--- src/rtl/mux_scan_pkg.sv ---
// ============================================================================
// Module   : mux_scan_pkg
// Brief    : Shared types and constants for the 8:1 mux scan controller.
// Revision : 1.0 - initial release
// ============================================================================
`default_nettype none

package mux_scan_pkg;
    localparam int CH_COUNT = 8;
    localparam int SEL_W    = 3;
    localparam int CNT_W    = 4;

    typedef enum logic [1:0] {
        IDLE   = 2'd0,
        SETTLE = 2'd1,
        SAMPLE = 2'd2,
        DONE   = 2'd3
    } scan_state_e;
endpackage

`default_nettype wire

--- src/rtl/mux_settle_timer.sv ---
// ============================================================================
// Module   : mux_settle_timer
// Brief    : 4-bit settle counter; expire marks the last settle cycle.
// Revision : 1.0 - initial release
// ============================================================================
`default_nettype none

module mux_settle_timer
    import mux_scan_pkg::*;
#(
    parameter int SETTLE_CYCLES = 1
) (
    input  logic clk,
    input  logic rst_n,
    input  logic load,
    input  logic en,
    output logic expire
);

    localparam logic [CNT_W-1:0] c_last = CNT_W'(SETTLE_CYCLES - 1);

    logic [CNT_W-1:0] r_cnt;

    always_ff @(posedge clk or negedge rst_n) begin
        if (!rst_n) begin
            r_cnt <= '0;
        end else if (load) begin
            r_cnt <= '0;
        end else if (en) begin
            r_cnt <= r_cnt + CNT_W'(1);
        end
    end

    assign expire = (r_cnt == c_last);

endmodule

`default_nettype wire

--- src/rtl/mux_scan_ctrl.sv ---
// ============================================================================
// Module   : mux_scan_ctrl
// Brief    : Steps an external 8:1 mux through all channels and captures Y.
//            Define MUX_SCAN_CONT_EN for continuous rescanning after DONE.
// Revision : 1.0 - initial release
// ============================================================================
`default_nettype none

module mux_scan_ctrl
    import mux_scan_pkg::*;
#(
    parameter int SETTLE_CYCLES = 1
) (
    input  logic                clk,
    input  logic                rst_n,
    input  logic                start,
    input  logic                abort,
    input  logic                Y,
    output logic [SEL_W-1:0]    S,
    output logic                busy,
    output logic                done,
    output logic [CH_COUNT-1:0] data_out
);

    scan_state_e         r_state, w_state_nxt;
    logic [SEL_W-1:0]    r_sel, w_sel_nxt;
    logic [CH_COUNT-1:0] r_buf, w_buf_nxt;
    logic [CH_COUNT-1:0] r_data_out, w_data_out_nxt;
    logic                w_load;
    logic                w_expire;

    mux_settle_timer #(
        .SETTLE_CYCLES (SETTLE_CYCLES)
    ) u_timer (
        .clk    (clk),
        .rst_n  (rst_n),
        .load   (w_load),
        .en     (r_state == SETTLE),
        .expire (w_expire)
    );

    always_ff @(posedge clk or negedge rst_n) begin
        if (!rst_n) begin
            r_state    <= IDLE;
            r_sel      <= '0;
            r_buf      <= '0;
            r_data_out <= '0;
        end else begin
            r_state    <= w_state_nxt;
            r_sel      <= w_sel_nxt;
            r_buf      <= w_buf_nxt;
            r_data_out <= w_data_out_nxt;
        end
    end

    always_comb begin
        w_state_nxt    = r_state;
        w_sel_nxt      = r_sel;
        w_buf_nxt      = r_buf;
        w_data_out_nxt = r_data_out;
        w_load         = 1'b0;

        if (abort && (r_state != IDLE)) begin
            w_state_nxt = IDLE;
            w_sel_nxt   = '0;
        end else begin
            case (r_state)
                IDLE: begin
                    if (start && !abort) begin
                        w_state_nxt = SETTLE;
                        w_sel_nxt   = '0;
                        w_load      = 1'b1;
                    end
                end
                SETTLE: begin
                    if (w_expire) begin
                        w_state_nxt = SAMPLE;
                    end
                end
                SAMPLE: begin
                    w_buf_nxt[r_sel] = Y;
                    // Increment wraps 7 -> 0, so S is already 0 in DONE
                    w_sel_nxt        = r_sel + SEL_W'(1);
                    if (r_sel == SEL_W'(CH_COUNT - 1)) begin
                        w_state_nxt    = DONE;
                        w_data_out_nxt = w_buf_nxt;
                    end else begin
                        w_state_nxt = SETTLE;
                        w_load      = 1'b1;
                    end
                end
                DONE: begin
                    w_sel_nxt = '0;
`ifdef MUX_SCAN_CONT_EN
                    w_state_nxt = SETTLE;
                    w_load      = 1'b1;
`else
                    w_state_nxt = IDLE;
`endif
                end
                default: begin
                    w_state_nxt = IDLE;
                    w_sel_nxt   = '0;
                end
            endcase
        end
    end

    assign S        = r_sel;
    assign busy     = (r_state != IDLE);
    assign done     = (r_state == DONE);
    assign data_out = r_data_out;

endmodule

`default_nettype wire

--- config.mk ---
export PLATFORM = sky130hd
export DESIGN_NAME = mux_scan_ctrl
export DESIGN_NICKNAME = d
export VERILOG_FILES = /design/src/rtl/mux_scan_pkg.sv /design/src/rtl/mux_settle_timer.sv /design/src/rtl/mux_scan_ctrl.sv
export SDC_FILE = /design/constraint.sdc
export NUM_CORES = 1
export LEC_CHECK = 0
export ABC_AREA = 1
export CORE_AREA = 2 2 53 55
export CTS_CLUSTER_SIZE = 8
export DETAILED_ROUTE_END_ITERATION = 8
export DIE_AREA = 0 0 55 57
export MAX_ROUTING_LAYER = met4
export PLACE_DENSITY = 0.76
export SYNTH_ARGS = -nofsm -noshare
export SYNTH_HDL_FRONTEND = slang
export SYNTH_SLANG_ARGS = --single-unit
export TNS_END_PERCENT = 100
--- constraint.sdc ---
create_clock -name clk -period 4.03 [get_ports clk]
set_input_delay 0.806 -clock clk [delete_from_list [all_inputs] [get_ports clk]]
set_output_delay 0.806 -clock clk [all_outputs]
set_load 0.02 [all_outputs]
==> results.toml <==
[global_route]
track_usage_pct = 20.4
grt_pass1_vias = 1083
grt_remaining_overflow = 0
antenna_found_initial = 0
grt_max_degree = 26
grt_pass1_wl_um = 4590

[worst_setup_path]
worst_setup_path_start_kind = "flip-flop"
cp-endpoint = "busy"
arrival_ns = 1.81
crit_start = "r_state[0]"
crit_chain = "inv_1 > ha_1 > inv_2 > clkdlybuf4s50_1"
worstPathMaxFanout = 6
crit_type = "reg2out"
critPathMaxStageDelay_ns = 0.60
r2r_start = "r_state[0]"
slowest_stage = "clkdlybuf4s50_1"
r2r_cells = 9
worstSetupEndpointType = "primary output"
cp.required_ns = 3.22
rrSetupSlack_ns = 2.42
r2r_end = "data_out[7]"

[place]
dpl.hpwl_um = 1900
gp_routability_congestion = 0.754
numPortBuffers = 17
placement.cell_area_um2 = 1550
place_ws_ns = 1.77

[die]
fp.dieH_um = 57
pin_count = 18
core_area_um2 = 2620
start_util_pct = 53.3
dieArea_um2 = 3140
die_w_um = 55
rows = 19

[layout]
antenna_cells = 0
drive_gt1_share_pct = 7.29
n_fill_cell = 237
fin_util_pct = 60.3
syn2layout_area_growth_pct = 13.1
layout.nets = 207
fin_area_um2 = 1580

[run]
maxCapViolCount = 0

[sta]
post-route-period-util_pct = 64.8
final-max-slew-violation-count = 0
timing.final.hold_violations = 0
max_freq_mhz = 383
max_slew.worst_pin.slew_ns = 1.07
setup_slack_ns = 1.42
fin_crit_ns = 2.61
rsz0062_at_grt = "no"
tns_ns = 0
setup_viol = 0
relSlewSlack_pct = 28.7
fin_skew_ns = 0.00112

[cts]
clk_pin_slew_ns = 0.13
clock-sinks = 25
clock_latency_ns = 0.31
cts_tree = "yes"
postCtsResizedCells = 0
cts_setup_buffers = 0
clockRootBuffer = "clkbuf_4"
h-tree-depth = 1
holdBufCountCts = 0
cts-buffers-inserted = 3
clockBufferDepth = 2

[route]
wl_per_cell_um = 11.4
dr.pass1.iters = 5
drc = 0
route.vias.total = 1142
drt_wl_total_um = 2550
drt_iter0_markers = 38
postRouteAntennaNets = 0
vias_per_cell = 5.12

[power_and_ir_drop]
intPower_uw = 442
powerDensity_nw_per_um2 = 482
ir_drop_uv = 517
pwr-share-clk_pct = 14.3
power_frac_seq_pct = 43.9
swShare_pct = 41.8
combPwrFrac_pct = 41.8
p_leak_uw = 0.000805
power_uw = 760
power.switching_uw = 318

[synthesis]
synthArstFlopShare_pct = 100
seq_area_frac_synth_pct = 44.8
synth_ff_type = "dfrtp_1"
ys_types = 23
synth_top_area_share_pct = 44.8
synth_nets = 190
synth_area_um2 = 1400
yosysTopAreaCell = "dfrtp_1"
yosysWarnings = 0
yosys-top-cells-area = "dfrtp_1, nand2_1, ha_1"
synth_enable_flop_cells = 0
yosysMostFrequentCell = "nand2_1"
synthCells = 176
synth_seq_cells = 25
avgSynthCellArea_um2 = 7.93
netlist_top_cells_count = "nand2_1, dfrtp_1, nand3_1, inv_1, ha_1"

[hold_path]
hold_class = "reg2reg"

[run_status]
status = "complete, no violations"
## worst min path at each step
stage / from / endpoint / slack (ns) / depth (start not counted)
after floorplan: r_buf[2] / r_buf[2] / 0.44 / 2
after global placement: r_buf[4] / r_buf[4] / 0.46 / 2
after detailed placement: r_buf[2] / r_buf[2] / 0.46 / 2
after CTS: r_buf[2] / r_buf[2] / 0.50 / 2
after global routing: r_buf[2] / r_buf[2] / 0.50 / 2
final: r_buf[2] / r_buf[2] / 0.49 / 2
## power groups by stage
stage                     combinational [µW]  sequential [µW]  clock (µW)
after floorplan                          261              326           0
after global placement                   306              334           0
after detailed placement                 319              338           0
after CTS                                320              333         114
after global routing                     369              342         125
final                                    318              333         109
## cells in the final DEF (no fill, tap or decap), drive strengths merged
cell            n
nand2          82
dfrtp          25
clkdlybuf4s50  17
inv            14
nand3          13
ha              9
o21ai           9
nor2            9
clkbuf          4
nand4           3
o21bai          2
a21oi           2
xor2            1
o22ai           1
xnor2           1
## flip-flops by register name, summed over array words and instances (netlist names)
register	cells
data_out	8
r_buf	8
u_timer.r_cnt	4
S	3
r_state	2
## cells by family (layout without fill, tap and decap cells)
group | after synthesis | count (layout) | share of synthesized area, %
xor gates and xnor gates | 2 | 2 | 1.26
and+or+nand+nor | 107 | 107 | 32.6
DFF | 25 | 25 | 44.8
adders and majority gates | 9 | 9 | 8.07
AOI/OAI and AO/OA | 14 | 14 | 5.47
buffers and inverters | 19 | 35 | 7.71
## layout make-up
class | count | area, µm² | share of cell area, %
Clock buffer | 4 | 26.3 | 1.67
Inverter | 14 | 55.1 | 3.49
Multi-Input combinational cell | 132 | 662 | 42.0
Sequential cell | 25 | 626 | 39.7
Tap cell | 31 | 38.8 | 2.46
Timing Repair Buffer | 17 | 170 | 10.8
## worst max-delay path, delay by kind of cell, from the launching register on
family / cells / cell delay [ns]
DFF: 1 / 0.46
adders and majority gates: 1 / 0.22
buffers and inverters: 3 / 0.81
## stage by stage
step	hold slack (ns)	instances
2_1_floorplan	0.443	176
3_3_place_gp	0.455	219
3_5_place_dp	0.463	219
4_1_cts	0.495	223
5_1_grt	0.500	223
6_report	0.489	223
## per-layer routing
layer	global-route usage, %	wire [µm]	vias to the layer above
li1	-	-	585
met1	28.9	1250	525
met2	28.6	1140	28
met3	2.62	101	4
met4	10.5	55	0
met5	-	0	-
Note: power is estimated with default switching activity, not from simulation.
